File: config.mk
export PLATFORM = sky130hd
export DESIGN_NAME = fetch_buffer
export DESIGN_NICKNAME = d
export VERILOG_FILES = /design/src/rtl/mips_core_pkg.sv /design/src/rtl/fetch_buffer.sv
export SDC_FILE = /design/constraint.sdc
export NUM_CORES = 1
export LEC_CHECK = 0
export ABC_AREA = 1
export ABC_CLOCK_PERIOD_IN_PS = 8300
export CORE_UTILIZATION = 34
export CTS_BUF_LIST = sky130_fd_sc_hd__clkbuf_4 sky130_fd_sc_hd__clkbuf_8
export DETAILED_ROUTE_END_ITERATION = 8
export GPL_TIMING_DRIVEN = 0
export PLACE_DENSITY = 0.6
export SLEW_MARGIN = 5
export SYNTH_ARGS = -nofsm -noshare
export SYNTH_HDL_FRONTEND = slang
export SYNTH_SLANG_ARGS = --single-unit
export TNS_END_PERCENT = 50
File: constraint.sdc
create_clock -name clk -period 8.3 [get_ports clk]
set_clock_uncertainty 0.1 [all_clocks]
set_input_delay 0.83 -clock clk [delete_from_list [all_inputs] [get_ports clk]]
set_output_delay 0.83 -clock clk [all_outputs]
set_load 0.02 [all_outputs]
File: src/rtl/mips_core_pkg.sv
// Shared front-end types: the fetch-queue entry and its default depth.
package mips_core_pkg;

  localparam int unsigned FETCH_BUF_DEPTH  = 4;
  localparam int unsigned FETCH_ADDR_WIDTH = 32;
  localparam int unsigned FETCH_DATA_WIDTH = 32;

  typedef struct packed {
    logic [FETCH_ADDR_WIDTH-1:0] pc;
    logic [FETCH_DATA_WIDTH-1:0] instr;
  } fetch_entry_t;

`ifdef SIMULATION
  // Named event counters for profiling runs.
  int unsigned stats_table [string];

  function automatic void stats_event(input string name);
    if (stats_table.exists(name)) stats_table[name] = stats_table[name] + 1;
    else                          stats_table[name] = 1;
  endfunction
`endif

endpackage

File: src/rtl/fetch_buffer.sv
// Instruction queue between I-cache output and decode.
// Absorbs decode stalls, raises front_pipeline_halt when full, and counts
// instructions discarded by flushes.
module fetch_buffer
  import mips_core_pkg::*;
#(
  parameter int unsigned DEPTH      = FETCH_BUF_DEPTH,
  parameter int unsigned ADDR_WIDTH = FETCH_ADDR_WIDTH,
  parameter int unsigned DATA_WIDTH = FETCH_DATA_WIDTH,
  parameter int unsigned CNT_WIDTH  = 16
) (
  input  logic                       clk,
  input  logic                       rst_n,
  input  logic                       in_valid,
  input  logic [ADDR_WIDTH-1:0]      in_pc,
  input  logic [DATA_WIDTH-1:0]      in_instr,
  output logic                       in_ready,
  input  logic                       dec_stall,
  input  logic                       flush,
  output logic                       out_valid,
  output logic [ADDR_WIDTH-1:0]      out_pc,
  output logic [DATA_WIDTH-1:0]      out_instr,
  output logic [$clog2(DEPTH):0]     occupancy,
  output logic                       front_pipeline_halt,
  output logic [CNT_WIDTH-1:0]       drop_count
);

  localparam int unsigned PTR_W = $clog2(DEPTH);
  localparam int unsigned OCC_W = PTR_W + 1;
  localparam logic [OCC_W-1:0] FULL_OCC = OCC_W'(DEPTH);

  fetch_entry_t         mem [DEPTH];
  logic [PTR_W-1:0]     head;
  logic [PTR_W-1:0]     tail;
  logic [OCC_W-1:0]     occ;
  logic                 full;
  logic                 enq;
  logic                 deq;
  logic [CNT_WIDTH:0]   drop_sum;
  fetch_entry_t         head_entry;

  // Handshake decode; flush suppresses both sides of the queue.
  always_comb begin
    full      = (occ == FULL_OCC);
    in_ready  = ~full;
    out_valid = (occ != '0);
    enq       = in_valid & ~full & ~flush;
    deq       = out_valid & ~dec_stall & ~flush;
    front_pipeline_halt = full;
    occupancy = occ;
  end

  // Head entry presented to decode, forced to zero when the queue is empty.
  always_comb begin
    head_entry = mem[head];
    out_pc     = '0;
    out_instr  = '0;
    if (out_valid) begin
      out_pc    = ADDR_WIDTH'(head_entry.pc);
      out_instr = DATA_WIDTH'(head_entry.instr);
    end
  end

  // Drop-counter increment: everything held plus the same-cycle input.
  // One extra bit catches overflow for saturation.
  always_comb begin
    drop_sum = {1'b0, drop_count}
             + (CNT_WIDTH+1)'(occ)
             + (CNT_WIDTH+1)'(in_valid);
  end

  // Pointer, occupancy and drop-counter state; reset beats flush beats traffic.
  always_ff @(posedge clk) begin
    if (!rst_n) begin
      head       <= '0;
      tail       <= '0;
      occ        <= '0;
      drop_count <= '0;
    end else if (flush) begin
      head       <= '0;
      tail       <= '0;
      occ        <= '0;
      drop_count <= drop_sum[CNT_WIDTH] ? '1 : drop_sum[CNT_WIDTH-1:0];
    end else begin
      if (enq) tail <= tail + PTR_W'(1);
      if (deq) head <= head + PTR_W'(1);
      case ({enq, deq})
        2'b10:   occ <= occ + OCC_W'(1);
        2'b01:   occ <= occ - OCC_W'(1);
        default: occ <= occ;
      endcase
    end
  end

  // Entry storage: written only at tail on enqueue, never cleared.
  always_ff @(posedge clk) begin
    if (rst_n && enq) begin
      mem[tail].pc    <= FETCH_ADDR_WIDTH'(in_pc);
      mem[tail].instr <= FETCH_DATA_WIDTH'(in_instr);
    end
  end

`ifdef SIMULATION
  // Profiling: one event per cycle spent full.
  always @(posedge clk) begin
    if (rst_n && front_pipeline_halt) stats_event("fetch_buf_full");
  end
`endif

endmodule

======== Yosys cells after proc, flatten, opt, wreduce, memory -nomap -nowiden ========
Memory sizes are Yosys's and may differ from the RTL's. A register that Yosys moved wholly into a read port is not among the register bits.
Index checks and enable logic that the tools add are counted.
operators by class
  $add $sub $neg .......................... 6
  equal/unequal tests ..................... 3
  muxes and demuxes ....................... 8
  bitwise gates (word level) .............. 8
  reductions and logical operators ........ 4
operators with widths
  kind                                                 number
  2-to-1 mux 32 bit                                    2
  adder 16 x 3 -> 17 bit                               1
  adder 17 x 1 -> 17 bit                               1
  2-to-1 mux 16 bit                                    1
  one-hot mux 3 bit (2 select lines)                   1
  adder 2 x 1 -> 2 bit, second input constant          2
  bitwise AND 1 bit                                    4
  2-to-1 mux 2 bit                                     2
  NOT 1 bit                                            4
  adder 3 x 1 -> 3 bit, second input constant          1
  equality test 3 bit, second input constant           1
  nonzero test 3 bit                                   1
  subtractor 3 x 1 -> 3 bit, second input constant     1
  equality test 2 x 1 -> 1 bit, second input constant  1
  equality test 2 bit, second input constant           1
  2-to-1 mux 1 bit                                     2
  nonzero test 2 bit                                   1
  OR reduction 2 bit                                   1
  logical AND 1 bit                                    1
word-level totals
  flip-flop bits (word level) ............. 23
  memory bits (writable) .................. 256
  output and inout bits ................... 86
  word-level logic and storage cells ...... 34
  memories kept ........................... 1
memories
  memory  words  width  rd ports  clocked after Yosys merged registers in  wr ports  line                text
  mem     4      64     1         1                                        1         fetch_buffer.sv:32  fetch_entry_t mem [DEPTH];

======== Depth between registers and ports, before layout ========
  depth in word-level cells ............... 7
  depth in mapped cells ................... 12
  depth with buffers taken out ............ 12

======== Worst setup path after synthesis ========
Ideal clock, no wire load.
  kind .................................... reg2reg
  start point ............................. register occ[1], in the netlist occupancy[1]
  end point ............................... memory mem[0][0] in the netlist's numbering (enable)
  arrival ................................. 3.948 ns
  slack ................................... 3.765 ns
  cell stages (with the launch flop) ...... 7
  path buffers ............................ 0
  clock period less this slack ............ 4.535 ns
  cells stage by stage .................... dfxtp_1 -> inv_1 -> nand3_1 -> nand2_1 -> nor2_1 -> nand2_1 -> nor2_1
on the way
  longest elaborated chain between the ends .. 7
ends and longest elaborated chain
  what                                    line                text
  start: declaration                      fetch_buffer.sv:35  logic [OCC_W-1:0] occ;
  start signal: assignment                fetch_buffer.sv:88  2'b10: occ <= occ + OCC_W'(1);
  start signal: assignment                fetch_buffer.sv:89  2'b01: occ <= occ - OCC_W'(1);
  equality test 3 bit                     fetch_buffer.sv:44  full = (occ == FULL_OCC);
  NOT 1 bit                               --
  named net in_ready                      fetch_buffer.sv:17  output logic in_ready,
  bitwise AND 1 bit (2 in a row)          fetch_buffer.sv:47  enq = in_valid & ~full & ~flush;
  logical AND 1 bit                       fetch_buffer.sv:97  if (rst_n && enq) begin
  2-to-1 mux 1 bit                        fetch_buffer.sv:97
  2-to-1 mux 1 bit (implied by the code)  fetch_buffer.sv:99  mem[tail].instr <= FETCH_DATA_WIDTH'(in_instr);
  end: declaration                        fetch_buffer.sv:32
The timed path passes the listed nets, and every way through them passes these cells.

==> results.md <==
- Worst setup margin: 4.35 ns
- Buf/Inv on CP: 4
- CTS tree: yes
- Util after Layout: 44.6%
- TritonCTS buffer count: 48
- Synth Flop Type: edfxtp_1
- Most common cell in the netlist: nor2_1
- Synth Area per Inst: 11.8 sq um
- Setup CP Type: reg2out
- TritonCTS Sinks: 281
- Worst skew pair latency: 0.55 ns
- Final WL: 27500 um
- RSZ-0062 raised after global routing: no
- Sequential-to-total area share from yosys stat: 72.4%
- Max VDD drop: 0.106 mV
- Fraction of registers with async set/reset: 0%
- Final hold vios: 0
- DR vias: 7698
- Non-filler cells, final: 1653
- H-tree depth: 2
- Cell area after layout: 0.0146 sq mm
- Fraction of final layout cells with drive strength greater than 1: 10.2%
- Die Area: 0.0340 sq mm
- Relative slew slack: 52.3%
- Drt first pass iters: 5
- Setup WS pre-CTS: 4.64 ns
- Pin count of the biggest net entering global routing: 27
- CTS root buf: clkbuf_8
- Hold Path Depth: 1
- Final nets: 1252
- Post-CTS setup buffers: 0
- Max-Cap Viols: 0
- Final min period: 3.95 ns
- Placed insts: 1565
- Clock-pin slew of the registers on the worst-case setup and hold paths: 0.05 ns
- R2R Setup Slk: 5.40 ns
- DR DRC count: 0
- R2R cell count: 8
- Starting Density: 34.7%
- TNS Setup: 0 ns
- Clock buffer depth: 3
- Worst EP required: 7.37 ns
- Hpwl dp: 17300 um
- Synth area leader: edfxtp_1
- Final period utilization: 47.6%
- Worst path most repeated cell: clkbuf_1
- Least-Margin Pin Slew: 0.715 ns
- Worst path cell trace: inv_2 > clkbuf_1 > clkbuf_1 > o21ai_0 > a21oi_1 > clkdlybuf4s50_1
- Detail Route Antenna Nets: 0
- Initial antenna violation count: 1
- Wirelength per Cell: 16.6 um
- Tot GR Track Use: 16.3%
- Crit path max-delay cell type: clkdlybuf4s50_1
- Post-synth EDFFs: 256
- Leakage power: 5.04 nW
- Post-synth cell types: 34
- Vias per cell: 4.66
- Max incr delay on CP: 0.66 ns
- Setup-failing EPs final: 0
- Setup crit end kind: primary output
- Die outline width: 184 um
- Synth cell count leaders: nor2_1 (282), edfxtp_1 (256), o21ai_0 (138), a21oi_1 (72), nand2_1 (43)
- Area of the multi-input gates: 0.00278 sq mm
- GP Congestion: 0.775
- Resize count post-CTS: 0
- Global route overflow: 0
- Status: finished, final reports clean
- Cell Rows: 66
- Yosys warns: 0
- Filler cells: 2983
- Delay-heaviest family, CP: buffers and inverters
- Worst Path Max Fanout: 10
- Hold path startpoint: head[0]$_SDFFE_PP0P_
- Synth area leaders: edfxtp_1 (68%), nor2_1 (9.4%), o21ai_0 (6.1%)
- IO Pins: 155
- Core area: 0.0326 sq mm
- First-pass GRT wire length: 41800 um
- Post-synthesis register bit count: 281
- Area of placed instances: 0.0136 sq mm
- Register area: 0.00819 sq mm
- Port Buf Inserts: 153
- CP Launch Type: register
- CTS Hold Bufs: 0
- Syn nets: 1040
- Min Hold Slack: 0.378 ns
- Reg-to-Reg End: mem[3][24]$_DFFE_PP_
- Worst endpoint data arrival time: 3.02 ns
- Hold/Removal Path Class: reg2reg
- Fmax: 253 MHz
- Max Slew Vio Count: 0
- Cells after synthesis: 961
- Worst reg2reg startpoint: occupancy[1]$_SDFFE_PP0P_
- Post-synth top area share: 67.9%
- Post-Syn Area: 0.0113 sq mm
- Total power: 2.95 mW
- Power density over cell area: 203 mW/mm^2
- Synthesis-to-layout area growth: 28.7%
- Die Ht: 184 um
- Vias in the first global route: 7420
- Iter 0 DRT Violations: 483
## how the worst max path moves through the flow
stage	cells after the start	slack, ns	endpoint	startpoint
finish	6	4.35	out_instr[12]	register
global route	6	4.04	out_instr[2]	register
global placement	5	0.73	mem[3][32]$_DFFE_PP_	flush
floorplan	6	3.77	mem[0][0]$_DFFE_PP_	occupancy[1]$_SDFFE_PP0P_
detailed placement	7	4.64	mem[3][32]$_DFFE_PP_	flush
CTS	6	4.19	out_instr[1]	register
## cells in the final DEF (no fill, tap or decap), drive strengths merged
cell,netlist,layout
nor2,285,285
edfxtp,256,256
clkdlybuf4s50,0,153
o21ai,141,141
clkbuf,17,80
a21oi,73,73
nand2,46,46
buf,34,43
inv,38,39
dfxtp,25,25
clkinv,1,20
nand3,12,12
ha,7,7
nand4,6,6
nor3,5,5
a31oi,4,4
fa,3,3
nand3b,2,2
xor2,2,2
a211oi,2,2
clkinvlp,0,2
bufinv,0,2
diode,0,1
xnor2,1,1
nor3b,1,1
## power by group
part	leakage, nW	internal, mW	switching, mW
clock	0.487	0.671	0.539
sequential	2.51	1.56	0.00562
combinational	2.04	0.0760	0.0980
## flip-flops by register name, indices dropped and copies added, names as in the netlist, named ones only
signal,cells
occupancy,3
drop_count,16
tail,2
mem,256
head,2
## final cells by class
class | count | area share (%)
antenna | 1 | 0.0172
buffer | 51 | 1.61
clock buffer | 63 | 5.31
clock inverter | 24 | 1.13
inverter | 39 | 1.01
multi-input combinational | 590 | 19.1
sequential | 281 | 56.2
tap | 442 | 3.80
timing repair buffer | 162 | 11.9
## cell families (layout without fill, tap and decap cells)
kind of cell / after synthesis / count (layout) / share of synthesized area [%]
compound gates: 220 / 220 / 9.85
buf+inv: 90 / 339 / 3.36
fa+ha+maj: 10 / 10 / 1.31
flops: 281 / 281 / 72.4
xor+xnor: 3 / 3 / 0.232
simple gates: 357 / 357 / 12.9
other cells: 0 / 1 / 0
## worst register-to-register path: stages (launching register included)
cell and delay [ns]:
dfxtp_1 0.50, inv_1 0.13, nand3_1 0.18, nand2_1 0.14
nor2_1 0.14, nand2_1 0.25, nor2_4 0.62, buf_12 0.28
buf_12 0.24
## routing by layer
metal  part of all wire (%)  GRT usage [%]  vias to the layer above  routed length, um
met5                      0              0                        -                  0
met4                    2.0           5.20                        0                559
met3                    6.1           3.04                       53               1670
met2                     45           25.5                      223              12500
met1                     46           22.9                     3629              12800
li1                       -              -                     3793                  -
(Power assumes the default switching activity.)
